## src/rtl/bin2bcd_seq_pkg.sv

```systemverilog
// bcd_pkg: shared types and constant helpers for the bin2bcd_seq converter.
// Digit sizing and significant-digit count live here.
package bcd_pkg;

    typedef enum logic [1:0] {
        IDLE,
        SHIFT,
        DONE
    } bcd_state_t;

    localparam int MAXD = 16;

    // Smallest d with 10^d >= 2^width.
    function automatic int min_digits(input int width);
        longint p;
        int d;
        p = 1;
        d = 0;
        for (int i = 0; i < MAXD; i++) begin
            if (p < (longint'(1) << width)) begin
                p = (p << 3) + (p << 1);
                d = d + 1;
            end
        end
        return d;
    endfunction

    function automatic int sig_digits(
        input logic [4*MAXD-1:0] bcd,
        input int n
    );
        int r;
        r = 1;
        for (int i = 0; i < MAXD; i++) begin
            if (i < n && bcd[4*i +: 4] != 4'd0)
                r = i + 1;
        end
        return r;
    endfunction

endpackage

```

## src/rtl/bin2bcd_seq_if.sv

```systemverilog
// Valid/ready bus for bin2bcd_seq: binary request in, packed BCD out.
// master = producer/consumer side, slave = converter side.
interface bin2bcd_seq_if #(
    parameter int WIDTH  = 8,
    parameter int DIGITS = 3
);
    localparam int NDW = $clog2(DIGITS + 1);

    logic                  in_valid;
    logic                  in_ready;
    logic [WIDTH-1:0]      in_data;
    logic                  out_valid;
    logic                  out_ready;
    logic [4*DIGITS-1:0]   out_bcd;
    logic [NDW-1:0]        out_ndig;

    modport master (
        output in_valid,
        output in_data,
        output out_ready,
        input  in_ready,
        input  out_valid,
        input  out_bcd,
        input  out_ndig
    );

    modport slave (
        input  in_valid,
        input  in_data,
        input  out_ready,
        output in_ready,
        output out_valid,
        output out_bcd,
        output out_ndig
    );
endinterface

```

## src/rtl/bin2bcd_seq_adj3.sv

```systemverilog
// bcd_adj3: double-dabble digit correction, +3 when the digit is 5 or more.
// Purely combinational; the carry out of bit 3 is intentionally dropped.
module bcd_adj3 (
    input  logic [3:0] d,
    output logic [3:0] q
);
    assign q = (d >= 4'd5) ? d + 4'd3 : d;
endmodule

```

## src/rtl/bin2bcd_seq.sv

```systemverilog
// bin2bcd_seq: sequential double-dabble binary to BCD converter.
// One input bit per SHIFT cycle; result held in DONE until taken.
module bin2bcd_seq
    import bcd_pkg::*;
#(
    parameter int WIDTH  = 8,
    parameter int DIGITS = 3
) (
    input  logic        clk,
    input  logic        rst,
    bin2bcd_seq_if.slave bus
);
    localparam int BW  = 4 * DIGITS;
    localparam int NDW = $clog2(DIGITS + 1);
    localparam int CW  = $clog2(WIDTH);

    generate
        if (WIDTH < 4 || WIDTH > 32) begin : g_bad_width
            $fatal(1, "bin2bcd_seq: WIDTH out of range 4..32");
        end
        if (DIGITS < min_digits(WIDTH) || DIGITS > MAXD) begin : g_bad_digits
            $fatal(1, "bin2bcd_seq: DIGITS too small for WIDTH");
        end
    endgenerate

    bcd_state_t       st;
    bcd_state_t       nxt;
    logic [WIDTH-1:0] sh;
    logic [WIDTH-1:0] sh_n;
    logic [BW-1:0]    bcd;
    logic [BW-1:0]    adj;
    logic [BW-1:0]    bcd_n;
    logic [CW-1:0]    cnt;
    logic [NDW-1:0]   ndig;
    logic [NDW-1:0]   ndig_n;
    logic             rdy;
    logic             vld;

    genvar g;
    generate
        for (g = 0; g < DIGITS; g++) begin : g_adj
            bcd_adj3 u_adj (
                .d(bcd[4*g +: 4]),
                .q(adj[4*g +: 4])
            );
        end
    endgenerate

    // Shift shift-register MSB into the corrected BCD word.
    assign bcd_n  = {adj[BW-2:0], sh[WIDTH-1]};
    assign sh_n   = {sh[WIDTH-2:0], 1'b0};
    assign ndig_n = NDW'(sig_digits((4*MAXD)'(bcd_n), DIGITS));

    always_ff @(posedge clk) begin
        if (rst)
            st <= IDLE;
        else
            st <= nxt;
    end

    always_comb begin
        nxt = st;
        unique case (st)
            IDLE:    if (bus.in_valid) nxt = SHIFT;
            SHIFT:   if (cnt == '0) nxt = DONE;
            DONE:    if (bus.out_ready) nxt = IDLE;
            default: nxt = IDLE;
        endcase
    end

    always_comb begin
        rdy = 1'b0;
        vld = 1'b0;
        unique case (st)
            IDLE:    rdy = 1'b1;
            DONE:    vld = 1'b1;
            default: ;
        endcase
    end

    always_ff @(posedge clk) begin
        if (rst) begin
            sh   <= '0;
            bcd  <= '0;
            cnt  <= '0;
            ndig <= '0;
        end else begin
            unique case (st)
                IDLE: begin
                    if (bus.in_valid) begin
                        sh  <= bus.in_data;
                        bcd <= '0;
                        cnt <= CW'(WIDTH - 1);
                    end
                end
                SHIFT: begin
                    sh  <= sh_n;
                    bcd <= bcd_n;
                    cnt <= cnt - 1'b1;
                    if (cnt == '0)
                        ndig <= ndig_n;
                end
                default: ;
            endcase
        end
    end

    assign bus.in_ready  = rdy;
    assign bus.out_valid = vld;
    assign bus.out_bcd   = bcd;
    assign bus.out_ndig  = ndig;

endmodule

```

## src/flat_wrapper.sv

```systemverilog
// flat-port wrapper written by rule: the top's interface ports become plain ports
module bin2bcd_seq_flat import bcd_pkg::*;
#(
    parameter int WIDTH  = 8,
    parameter int DIGITS = 3
)
  (clk, rst, bus_in_valid, bus_in_data, bus_out_ready, bus_in_ready, bus_out_valid, bus_out_bcd, bus_out_ndig);
  bin2bcd_seq_if #(.WIDTH(WIDTH), .DIGITS(DIGITS)) bus_i ();
  input  logic clk;
  input  logic rst;
  input wire logic [$bits(bus_i.in_valid)-1:0] bus_in_valid;
  input wire logic [$bits(bus_i.in_data)-1:0] bus_in_data;
  input wire logic [$bits(bus_i.out_ready)-1:0] bus_out_ready;
  output wire logic [$bits(bus_i.in_ready)-1:0] bus_in_ready;
  output wire logic [$bits(bus_i.out_valid)-1:0] bus_out_valid;
  output wire logic [$bits(bus_i.out_bcd)-1:0] bus_out_bcd;
  output wire logic [$bits(bus_i.out_ndig)-1:0] bus_out_ndig;
  assign bus_i.in_valid = bus_in_valid;
  assign bus_i.in_data = bus_in_data;
  assign bus_i.out_ready = bus_out_ready;
  assign bus_in_ready = bus_i.in_ready;
  assign bus_out_valid = bus_i.out_valid;
  assign bus_out_bcd = bus_i.out_bcd;
  assign bus_out_ndig = bus_i.out_ndig;
  bin2bcd_seq #(.WIDTH(WIDTH), .DIGITS(DIGITS)) u_core (.clk(clk), .rst(rst), .bus(bus_i));
endmodule
```

## config.mk

```make
export PLATFORM = sky130hd
export DESIGN_NAME = bin2bcd_seq_flat
export DESIGN_NICKNAME = d
export VERILOG_FILES = /design/src/rtl/bin2bcd_seq_pkg.sv /design/src/rtl/bin2bcd_seq_if.sv /design/src/rtl/bin2bcd_seq_adj3.sv /design/src/rtl/bin2bcd_seq.sv /design/src/flat_wrapper.sv
export SDC_FILE = /design/constraint.sdc
export NUM_CORES = 1
export LEC_CHECK = 0
export BUFFER_PORTS_ARGS = -buffer_cell sky130_fd_sc_hd__buf_4
export CAP_MARGIN = 30
export CORE_ASPECT_RATIO = 2
export CORE_MARGIN = 2
export CORE_UTILIZATION = 45
export DETAILED_ROUTE_END_ITERATION = 12
export PLACE_DENSITY = 0.65
export SETUP_SLACK_MARGIN = 0.5
export SLEW_MARGIN = 25
export SYNTH_ARGS = -nofsm -noshare
export SYNTH_HDL_FRONTEND = slang
export SYNTH_SLANG_ARGS = --single-unit
```

## constraint.sdc

```tcl
create_clock -name clk -period 3.8 [get_ports clk]
set_input_delay 0.76 -clock clk [delete_from_list [all_inputs] [get_ports clk]]
set_output_delay 0.76 -clock clk [all_outputs]
set_load 0.02 [all_outputs]
```

# Word level (Yosys, flattened, before mapping)
# Index checks and enable logic that the tools add are counted.
# Widths: inputs -> output; s select.
[word_totals]
reg_bits = 27
inputBits = 12
wordCells = 42
[classes]
add_sub_neg = 4
n_lt_le_gt_ge = 3
eq_ne = 5
muxes = 17
reduce_logical = 8
[op_table]
columns = ["op", "n"]
rows = [
  ["$pmux 12 s2", 1],
  ["$pmux 8 s2", 1],
  ["$ge 4x3->1 const B", 3],
  ["$mux 12", 1],
  ["$mux 2", 5],
  ["$add 4x2->4 const B", 2],
  ["$mux 4", 2],
  ["$mux 8", 1],
  ["$reduce_bool 4->1", 2],
  ["$mux 3", 2],
  ["$pmux 2 s3", 1],
  ["$pmux 3 s2", 1],
  ["$ne 2x2->1 const B", 2],
  ["$reduce_and 2->1", 2],
  ["$add 3x2->3 const B", 1],
  ["$logic_not 3->1", 1],
  ["$reduce_and 3->1", 1],
  ["$sub 3x1->3 const B", 1],
  ["$eq 2x1->1 const B", 1],
  ["$eq 2x2->1 const B", 1],
  ["$logic_not 2->1", 1],
  ["$mux 1", 2],
  ["$ne 2x1->1 const B", 1],
  ["$reduce_bool 2->1", 1],
]

# Logic depth before layout (Yosys ltp)
[logic_depth]
depth_word = 5
depth_mapped = 7
mapped_depth_nobuf = 7

# By module
# Synthesis repeated with hierarchy kept, for this count alone.
[hier_totals]
hier_cells = 179
hier_area_um2 = 1465.2
[by_module_without_submodules]
columns = ["module", "instances", "cells_per_inst", "area_each_um2"]
rows = [
  ["bin2bcd_seq", 1, 131, 1161.1],
  ["bcd_adj3", 3, 16, 101.3],
]

# Worst setup path before layout
# No wires, ideal clock.
[synth_timing]
path_type = "register -> output"
start = "register u_core.st[1]"
end = "output bus_out_valid"
t_arrival_ns = 1.084
slack_ns = 1.956
stages_incl_launch_ff = 4
cell_sequence = "dfxtp_1 clkbuf_1 buf_2 nor2b_1"
[synth_via]
elab_chain_cells = 2
[synth_lines]
columns = ["element", "line", "source"]
rows = [
  ["start, declared", "bin2bcd_seq.sv:26", "bcd_state_t st;"],
  ["start signal, assigned", "bin2bcd_seq.sv:58", "st <= nxt;"],
  ["$eq 2x2->1", "bin2bcd_seq.sv:74", "unique case (st)"],
  ["$mux 1", "bin2bcd_seq.sv:74", ""],
  ["end, declared", "flat_wrapper.sv:15", "output wire logic [$bits(bus_i.out_valid)-1:0] bus_out_valid;"],
]
# Every way passes these cells.

# Worst setup path in the final report
# Same ends and word-level chain as after synthesis.

==> summary.txt <==
Synth
  • #FFs+latches synth: 27
  • EDFF count, synth: 0
  • Synth Cell Area: about 1500 µm²
  • Cells after Synth: ~180
  • Synthesized area per cell: 8.03 µm²
  • Sequential-to-total area share from yosys stat: 0.368
  • Share of flip-flops with an asynchronous set or reset: 0
  • Synthesis Warnings: 0
  • Post-Syn Nets: a little over 200
  • Synth unique cells: 35
  • Top FF cell, synth: dfxtp_1

Route
  • Post-DR vias/cell: about 5.4
  • WL/cell: around 13 µm
  • Vias: between 1,000 and 1,500
  • Starting DRT DRC Count: 26
  • Post-route ant nets: 0
  • Residual DRC: 0
  • Detailed Routing Iterations Pass 1: 4
  • Total routed wirelength: about 3200 µm

Clocking
  • CTS clk-pin slew, worst paths: 0.09 ns
  • Post-CTS resize count: 0
  • Htree depth: 1
  • # hold bufs at CTS: 0
  • Clock Path Buffers: 2
  • Clock Latency Late Sink: ~0.27 ns
  • Total clock sinks: 27
  • Setup Fix Bufs, Post-CTS: 0
  • Root Buffer: clkbuf_8
  • TritonCTS clock tree: done
  • CTS buffer count: 3

Floorplan
  • Die area: 3770 µm²
  • Initial core utilization: 0.466
  • Chip width: 44.4 µm
  • Die H: 84.8 µm
  • IO Pins: 28
  • Row Count: 29
  • Core Area: 3160 µm²

Worst setup path
  • Critical Path RT: 3.04 ns
  • Crit path buf inv count: 1
  • Crit-path cells: nor2b_1 -> buf_4
  • Reg2Reg Depth: 3
  • CP max FO: 17
  • Critical Path AT: roughly 1.4 ns
  • Reg2reg start: u_core.st[0]
  • Setup CP Type: reg2out
  • Cell family with most CP delay: flip-flops
  • Slowest stage delay, CP: roughly 0.66 ns
  • Crit-path slowest cell: dfxtp_1
  • Flop-to-flop setup slack: between 1.5 and 2 ns
  • Crit path launch type: flop
  • Worst setup path startpoint: u_core.st[1]
  • Critical path endpoint category: primary output
  • R2R Path End: u_core.bus.out_bcd[3]

Placement
  • Inst Count DP: approximately 230
  • GPL Wtd Cong: 0.811
  • Post-place setup slack: ~1.9 ns
  • Post-DP HPWL: ~2400 µm
  • Buffers on Ports: 27

Hold path
  • Hold_sp: u_core.sh[6]
  • HP Class: reg2reg
  • Cell count of the worst hold path: 2
  • Hold Path End: u_core.sh[6]

Global route
  • GRT Overall Usage: 0.183
  • Grt met3 use: 0.0191
  • Initial antenna violation count: 0
  • Met1 usage: 0.228
  • Most Used Layer, Global Route: met2
  • First-pass GRT wire length: 5440 µm
  • Met2 GRT Util: 0.313
  • Vias in the first global route: about 1,300
  • GRT Residual Overflow: 0
  • Largest net degree at the start of global routing: 28

Layout
  • Post-route insts no fill: approximately 240
  • Final nets: about 230
  • Share of layout cells above drive strength 1: 0.196
  • Area grow syn2layout: 16.3%
  • Antenna Cells: 0

Timing
  • Period utilisation layout: 0.556
  • Setup Skew: around 0.0042 ns
  • Final setup vio count: 0
  • Worst setup margin: ~1.7 ns
  • Slew @ Worst Pin: around 0.89 ns
  • RSZ-0062 raised after global routing: no
  • Relative slew slack: 0.408
  • Peak Freq: 0.473 GHz
  • Setup TNS: 0 ns
  • Final Hold Fails: 0
  • Tmin final: 2.11 ns
  • Max Slew Vio Count: 0

Power
  • Pwr dens: 344 nW/µm²
  • Max VDD drop: roughly 330 µV
  • Pwr Total: 0.589 mW
  • Leakage Power: about 0.7 nW

Job
  • Count of max-cap constraint violations: 0

Outcome
  • Status: completed
[synthesized netlist by cell type, drive strengths merged, types with 4 or more instances]
cell type,number,area share
nand2b,5,0.023
a21oi,19,0.072
a22oi,6,0.031
nor2b,10,0.043
ha,8,0.068
o21ai,6,0.020
buf,7,0.025
inv,11,0.028
nor3,10,0.034
nor3b,4,0.020
a211oi,5,0.032
nor2,40,0.10
dfxtp,27,0.37
[cell families (layout without fill, tap and decap cells)]
kind of cell	after synthesis	after routing	share of synthesized area
buffers and inverters	21	42	0.0604
AND/OR/NAND/NOR	77	77	0.254
adder cells (fa/ha/maj)	8	8	0.0681
AO/OA/AOI/OAI	44	44	0.208
XOR/XNOR	3	3	0.0179
flip-flops	27	27	0.368
multiplexers	3	3	0.0238
[final cells by class]
type                    count  area, µm²
clock buffers               4       45.0
flip-flops and latches     27        541
multi-input cells         135        841
inverters                  11       41.3
fillers                   316       1450
repair buffers             27        203
well taps                  31       38.8
[registers in the layout (all words and copies together), names as in the netlist]
name / count
u_core.sh: 8
u_core.bus.out_bcd: 12
u_core.cnt: 3
u_core.bus.out_ndig: 2
u_core.st: 2
[tightest hold or removal path: cells and delay by family (launching register included)]
kind / cells / cell delay (ns)
buffers and inverters: 1 / 0.06
AO/OA/AOI/OAI: 1 / 0.06
flip-flops: 1 / 0.31
[cell usage in the layout, fill, tap and decap left out]
master,Yosys,layout
a31o_2,1,1
dfxtp_1,27,27
nor3_1,10,10
a221oi_1,1,1
o21ai_0,5,5
a2bb2oi_1,1,1
nand3_1,2,2
nor3b_1,4,4
ha_1,8,8
a21oi_2,3,3
a211oi_2,2,2
a211oi_1,3,3
nand2b_2,1,1
o2111a_1,2,2
nand2b_1,4,4
or2_1,1,1
inv_1,11,11
buf_4,1,27
and3_1,1,1
xnor2_1,3,3
clkbuf_1,3,1
a22oi_1,6,6
nand2_1,2,2
nor2_1,39,39
nand3b_1,2,2
mux2i_1,2,2
a21oi_1,16,16
o21ai_1,1,1
nor2_2,1,1
o22ai_1,2,2
mux2_4,1,1
o2111ai_2,1,1
clkbuf_8,0,3
nor2b_1,10,10
[per-layer routing]
metal  routed length, µm  vias to the layer above  part of all wire
li1                    -                      672                 -
met1                1340                      583              0.42
met2                1720                       22              0.54
met3                  87                        2             0.027
met4                  24                        0            0.0076
met5                   0                        -                 0
[worst max path at each step]
stage / cells past startpoint / endpoint
2_1_floorplan: 3 / bus_out_valid
3_3_place_gp: 5 / u_core.bus.out_bcd[7]
3_5_place_dp: 4 / u_core.cnt[1]
4_1_cts: 2 / bus_out_valid
5_1_grt: 2 / bus_out_valid
6_report: 2 / bus_out_valid
[power breakdown]
part | internal [mW] | switching (mW)
Sequential | 0.302 | 0.0188
Clock | 0.0750 | 0.0853
Combinational | 0.0452 | 0.0625
Total | 0.422 | 0.167
[per-stage QoR]
| step | cell area [µm²] | utilization | hold WS [ns] |
|---|---|---|---|
| 2_1_floorplan | 1470 | - | 0.437 |
| 3_3_place_gp | 1660 | 0.527 | 0.454 |
| 3_5_place_dp | 1660 | 0.527 | 0.452 |
| 4_1_cts | 1710 | 0.541 | 0.470 |
| 5_1_grt | 1710 | 0.541 | 0.507 |
| 6_report | 1710 | 0.541 | 0.470 |
No activity file was read; power rests on OpenSTA's default activity.
